`src/rtl/sm_bcd_pkg.sv`:
```
// Shared types and constants for the sign-and-magnitude to BCD converter.
// State encoding, default widths and the BCD nibble width.
package sm_bcd_pkg;

    typedef enum logic [1:0] {
        IDLE,
        SHIFT,
        DONE
    } state_e;

    localparam int MAG_W_DEF  = 16;
    localparam int DIGITS_DEF = 5;
    localparam int NIB_W      = 4;

endpackage

```
`src/rtl/bcd_digit_adjust.sv`:
```
// Double-dabble correction for one BCD nibble.
// Adds 3 to nibbles of 5 or more so the following shift carries correctly.
module bcd_digit_adjust
    import sm_bcd_pkg::*;
(
    input  logic [NIB_W-1:0] nib_i,
    output logic [NIB_W-1:0] nib_o
);

    // Add-3 correction ahead of the shift.
    always_comb begin
        nib_o = nib_i;
        if (nib_i >= 4'd5) begin
            nib_o = nib_i + 4'd3;
        end
    end

endmodule

```
`src/rtl/sm_bcd_converter.sv`:
```
// Iterative sign-and-magnitude to signed BCD converter, one bit per cycle.
// Optional leading-zero blank mask enabled by defining BCD_BLANK_EN.
module sm_bcd_converter
    import sm_bcd_pkg::*;
#(
    parameter int MAG_W  = MAG_W_DEF,
    parameter int DIGITS = DIGITS_DEF
) (
    input  logic                      clock,
    input  logic                      reset,
    input  logic                      start,
    input  logic [MAG_W:0]            value,
    input  logic                      ovw,
    output logic                      ready,
    output logic                      valid,
    output logic                      sign,
    output logic [NIB_W*DIGITS-1:0]   digits,
    output logic                      err
`ifdef BCD_BLANK_EN
    ,
    output logic [DIGITS-1:0]         blank
`endif
);

    localparam int BCD_W = NIB_W * DIGITS;
    localparam int CNT_W = $clog2(MAG_W + 1);

    state_e             state_q;
    logic [CNT_W-1:0]   cnt_q;
    logic [MAG_W-1:0]   mag_q;
    logic [BCD_W-1:0]   bcd_q;
    logic               neg_q;

    logic               ready_q;
    logic               valid_q;
    logic               sign_q;
    logic               err_q;
    logic [BCD_W-1:0]   digits_q;

    logic [BCD_W-1:0]   adj;
    logic [BCD_W-1:0]   bcd_d;
    logic               last_shift;

    for (genvar i = 0; i < DIGITS; i++) begin : g_adj
        bcd_digit_adjust u_adj (
            .nib_i (bcd_q[i*NIB_W +: NIB_W]),
            .nib_o (adj[i*NIB_W +: NIB_W])
        );
    end

    assign bcd_d      = {adj[BCD_W-2:0], mag_q[MAG_W-1]};
    assign last_shift = (cnt_q == CNT_W'(MAG_W - 1));

`ifdef BCD_BLANK_EN
    logic [DIGITS-1:0] blank_d;
    logic [DIGITS-1:0] blank_q;
    logic              hz;

    // Mark digits that sit in the run of leading zeros; units never blank.
    always_comb begin
        blank_d = '0;
        hz      = 1'b1;
        for (int i = DIGITS - 1; i >= 1; i--) begin
            hz         = hz & (bcd_d[i*NIB_W +: NIB_W] == '0);
            blank_d[i] = hz;
        end
    end

    assign blank = blank_q;
`endif

    // Control FSM, shift datapath and registered result outputs.
    always_ff @(posedge clock) begin
        if (reset) begin
            state_q  <= IDLE;
            cnt_q    <= '0;
            mag_q    <= '0;
            bcd_q    <= '0;
            neg_q    <= 1'b0;
            ready_q  <= 1'b1;
            valid_q  <= 1'b0;
            sign_q   <= 1'b0;
            err_q    <= 1'b0;
            digits_q <= '0;
`ifdef BCD_BLANK_EN
            blank_q  <= '0;
`endif
        end else begin
            unique case (state_q)
                IDLE: begin
                    if (start) begin
                        mag_q   <= value[MAG_W-1:0];
                        neg_q   <= value[MAG_W];
                        bcd_q   <= '0;
                        cnt_q   <= '0;
                        ready_q <= 1'b0;
                        if (ovw) begin
                            state_q  <= DONE;
                            valid_q  <= 1'b1;
                            digits_q <= '0;
                            sign_q   <= 1'b0;
                            err_q    <= 1'b1;
`ifdef BCD_BLANK_EN
                            blank_q  <= ~DIGITS'(1);
`endif
                        end else begin
                            state_q <= SHIFT;
                        end
                    end
                end
                SHIFT: begin
                    bcd_q <= bcd_d;
                    mag_q <= {mag_q[MAG_W-2:0], 1'b0};
                    cnt_q <= cnt_q + 1'b1;
                    if (last_shift) begin
                        state_q  <= DONE;
                        valid_q  <= 1'b1;
                        digits_q <= bcd_d;
                        sign_q   <= neg_q & (|bcd_d);
                        err_q    <= 1'b0;
`ifdef BCD_BLANK_EN
                        blank_q  <= blank_d;
`endif
                    end
                end
                DONE: begin
                    state_q <= IDLE;
                    valid_q <= 1'b0;
                    ready_q <= 1'b1;
                end
                default: begin
                    state_q <= IDLE;
                    valid_q <= 1'b0;
                    ready_q <= 1'b1;
                end
            endcase
        end
    end

    assign ready  = ready_q;
    assign valid  = valid_q;
    assign sign   = sign_q;
    assign err    = err_q;
    assign digits = digits_q;

endmodule

```
`config.mk`:
```
export PLATFORM = sky130hd
export DESIGN_NAME = sm_bcd_converter
export DESIGN_NICKNAME = d
export VERILOG_FILES = /design/src/rtl/sm_bcd_pkg.sv /design/src/rtl/bcd_digit_adjust.sv /design/src/rtl/sm_bcd_converter.sv
export SDC_FILE = /design/constraint.sdc
export NUM_CORES = 1
export LEC_CHECK = 0
export CORE_MARGIN = 4
export CORE_UTILIZATION = 35
export CTS_CLUSTER_DIAMETER = 60
export DETAILED_ROUTE_END_ITERATION = 10
export GPL_ROUTABILITY_DRIVEN = 0
export PLACE_DENSITY = 0.61
export SLEW_MARGIN = 0
export SYNTH_ARGS = -nofsm -noshare
export SYNTH_HDL_FRONTEND = slang
export SYNTH_SLANG_ARGS = --single-unit
```
`constraint.sdc`:
```
create_clock -name clock -period 2 [get_ports clock]
set_input_delay 0.2 -clock clock [delete_from_list [all_inputs] [get_ports clock]]
set_output_delay 0.2 -clock clock [all_outputs]
set_load 0.01 [all_outputs]
```
==> run_results.csv <==
group,metric,value,unit
synth,yosys_most_used_dff,"dfxtp_1",
critical_path,cp.arrival,2.02,ns
timing,setup_viol,0,
synth,netlist_top_cells_count,"dfxtp_1 (68), nand2_1 (63), nor2_1 (57)",
synth,synth.area.top_cells,"dfxtp_1 (43%), nand2_1 (7.4%), nor2_1 (6.7%)",
final_layout,nNetsFinal,470,
critical_path,critPathKind,"flop to flop",
status,run_status,"completed",
clocking,cts.htree.levels,3,
clocking,cts_buffers,9,
synth,syn-num-nets,429,
clocking,clockBufferDepth,2,
die,die_h,104,um
drt,dr_total_vias,2856,
die,coreArea,8810,um2
critical_path,critPathMaxFanout,7,
timing,rsz0062_at_grt,"no",
timing,min_period,1.81,ns
global_routing,grt_pass1_vias,2723,
global_routing,grt_max_degree,38,
global_routing,grt-ovfl-total,0,
final_layout,fillers,867,
synth,yosysTopAreaCell,"dfxtp_1",
timing,skew,0.00791,ns
drt,drt_iter0_markers,123,
synth,synth.distinct_cells,40,
power,power.leakage,0.00146,uW
timing,slew_viol_final,0,
global_routing,antenna_found_initial,0,
synth,yosys_warnings,0,
drt,routed_wl,7.49,mm
synth,synth.avg_cell_area,8.09,um2
placement,io_buffers,44,
clocking,cts_tree,"yes",
synth,syn_inst,396,
placement,dpl_worst_slack,0.0606,ns
global_routing,grt_use_total,14.6,%
clocking,clock_sinks,68,
final_layout,drive_gt1_share,8.20,%
clocking,clk_pin_slew,0.07,ns
die,initial_utilization,36.4,%
clocking,postCtsSetupBuffers,0,
drt,vias_per_cell,5.22,
critical_path,startpoint_type,"flop",
die,dieWidth,104,um
critical_path,crit_required,2.21,ns
die,die_area,10700,um2
clocking,root_buffer,"clkbuf_8",
power,cellPowerDensity,704,nW/um2
synth,synth.top_cell.area_share,42.5,%
placement,dp_hpwl,5.20,mm
final_layout,post-route-util,45.1,%
timing,tightest_slew,0.540,ns
die,num_io_pins,45,
timing,finalHoldViolCount,0,
drt,drtPass1Iterations,4,
drt,ant_nets,0,
synth,synthMostInstantiatedCell,"dfxtp_1",
power,vdd_drop_max,0.354,mV
synth,ys_ff_latch,68,
run,cap_violations,0,
timing,max_slew_margin,63.9,%
final_layout,syn2layout_area_growth,24.1,%
critical_path,crit_path_end_kind,"flop",
drt,drc,0,
synth,ys_seq_area_share,42.5,%
clocking,clk_latency,0.33,ns
timing,fin_ws,0.186,ns
synth,synthArstFlopShare,0,%
final_layout,multi_input_area,1700,um2
timing,fin_setup_tns,0,ns
final_layout,antenna_cells,0,
timing,clock.fmax,551,MHz
final_layout,seqCellArea,1360,um2
timing,post-route-period-util,90.7,%
synth,synth-edff-count,0,
hold_path,hp-class,"primary input to flop",
synth,syn_area,3200,um2
global_routing,grt_pass1_wl,13.1,mm
drt,wire_per_inst,13.7,um
die,row_count,34,
-- kinds of logic after synthesis --
group | count (synthesis) | synth area share, %
mux | 4 | 1.25
flops | 68 | 42.5
compound gates | 100 | 20.9
fa+ha+maj | 12 | 4.69
xor+xnor | 5 | 1.37
buf+inv | 40 | 5.55
simple gates | 167 | 23.8
-- cell usage in the layout, fill, tap and decap left out, types with 2 or more instances in the layout --
cell	Yosys	routed
nor3_1	3	3
nand3_1	12	12
clkdlybuf4s50_1	0	43
ha_1	12	12
a32oi_1	6	6
or3b_1	3	3
o21ai_0	8	8
mux2i_1	4	4
nor3b_1	5	5
dfxtp_1	68	68
a311oi_1	18	17
buf_12	0	2
inv_1	14	14
xnor2_1	5	5
clkinv_2	0	2
a21oi_1	42	42
buf_4	3	10
nand4_1	6	6
clkbuf_8	0	10
nand2_1	63	63
a22oi_1	11	11
nor2_1	57	57
nand2b_1	10	10
o31ai_1	2	2
a21o_1	4	3
-- metrics by stage --
stage	hold WS [ns]	area (um2)	instances	power, uW
2_1_floorplan	0.336	3200	396	1640
3_3_place_gp	0.443	3760	534	1750
6_report	0.226	3970	547	2800
5_1_grt	0.247	3970	547	2920
3_5_place_dp	0.450	3760	534	1760
4_1_cts	0.215	3940	547	2830
-- where the power goes --
part / switching (uW) / total (uW) / leakage [uW] / internal (uW)
combinational: 167 / 300 / 0.000808 / 132
sequential: 31.1 / 1430 / 0.000553 / 1400
clock: 482 / 1070 / 0.0000939 / 585
total: 681 / 2800 / 0.00146 / 2120
-- sequential cells by signal, summed over array words and instances (netlist names) --
name / count
valid: 1
err: 1
cnt_q: 5
bcd_q: 20
digits: 20
sign: 1
state_q: 2
ready: 1
mag_q: 16
neg_q: 1
-- layer usage --
metal / track usage (%) / wire length, um
met1: 19.4 / 3710
met2: 22.5 / 3240
met3: 3.36 / 420
met4: 6.36 / 121
met5: 0 / 0
-- cell type report --
cell class | instances | area share [%]
clock inverters | 3 | 1.01
well taps | 108 | 3.40
inverters | 14 | 1.32
clock buffers | 10 | 3.46
flip-flops and latches | 68 | 34.3
multi-input cells | 288 | 42.7
repair buffers | 56 | 13.9
-- repair_timing --
action | in CTS | in global routing
gates resized for setup | 0 | 7
hold buffers | 0 | 0
setup endpoints to repair | 0 | 13
-- path summary, 6_finish.rpt --
check | startpoint | endpoint | slack (ns) | cells after the start
max | bcd_q[4] | sign | 0.19 | 7
min | reset | digits[19] | 0.23 | 2
max reg2reg | bcd_q[4] | sign | 0.19 | 7
min reg2reg | digits[10] | digits[10] | 0.46 | 2
-- worst max-delay path, stage by stage, from the launching register on --
cell	delay (ns)
dfxtp_1	0.47
inv_1	0.07
ha_1	0.23
nand2b_1	0.10
a21oi_1	0.12
nand2b_1	0.22
a221oi_2	0.33
a41oi_1	0.14
(Power assumes the default switching activity.)
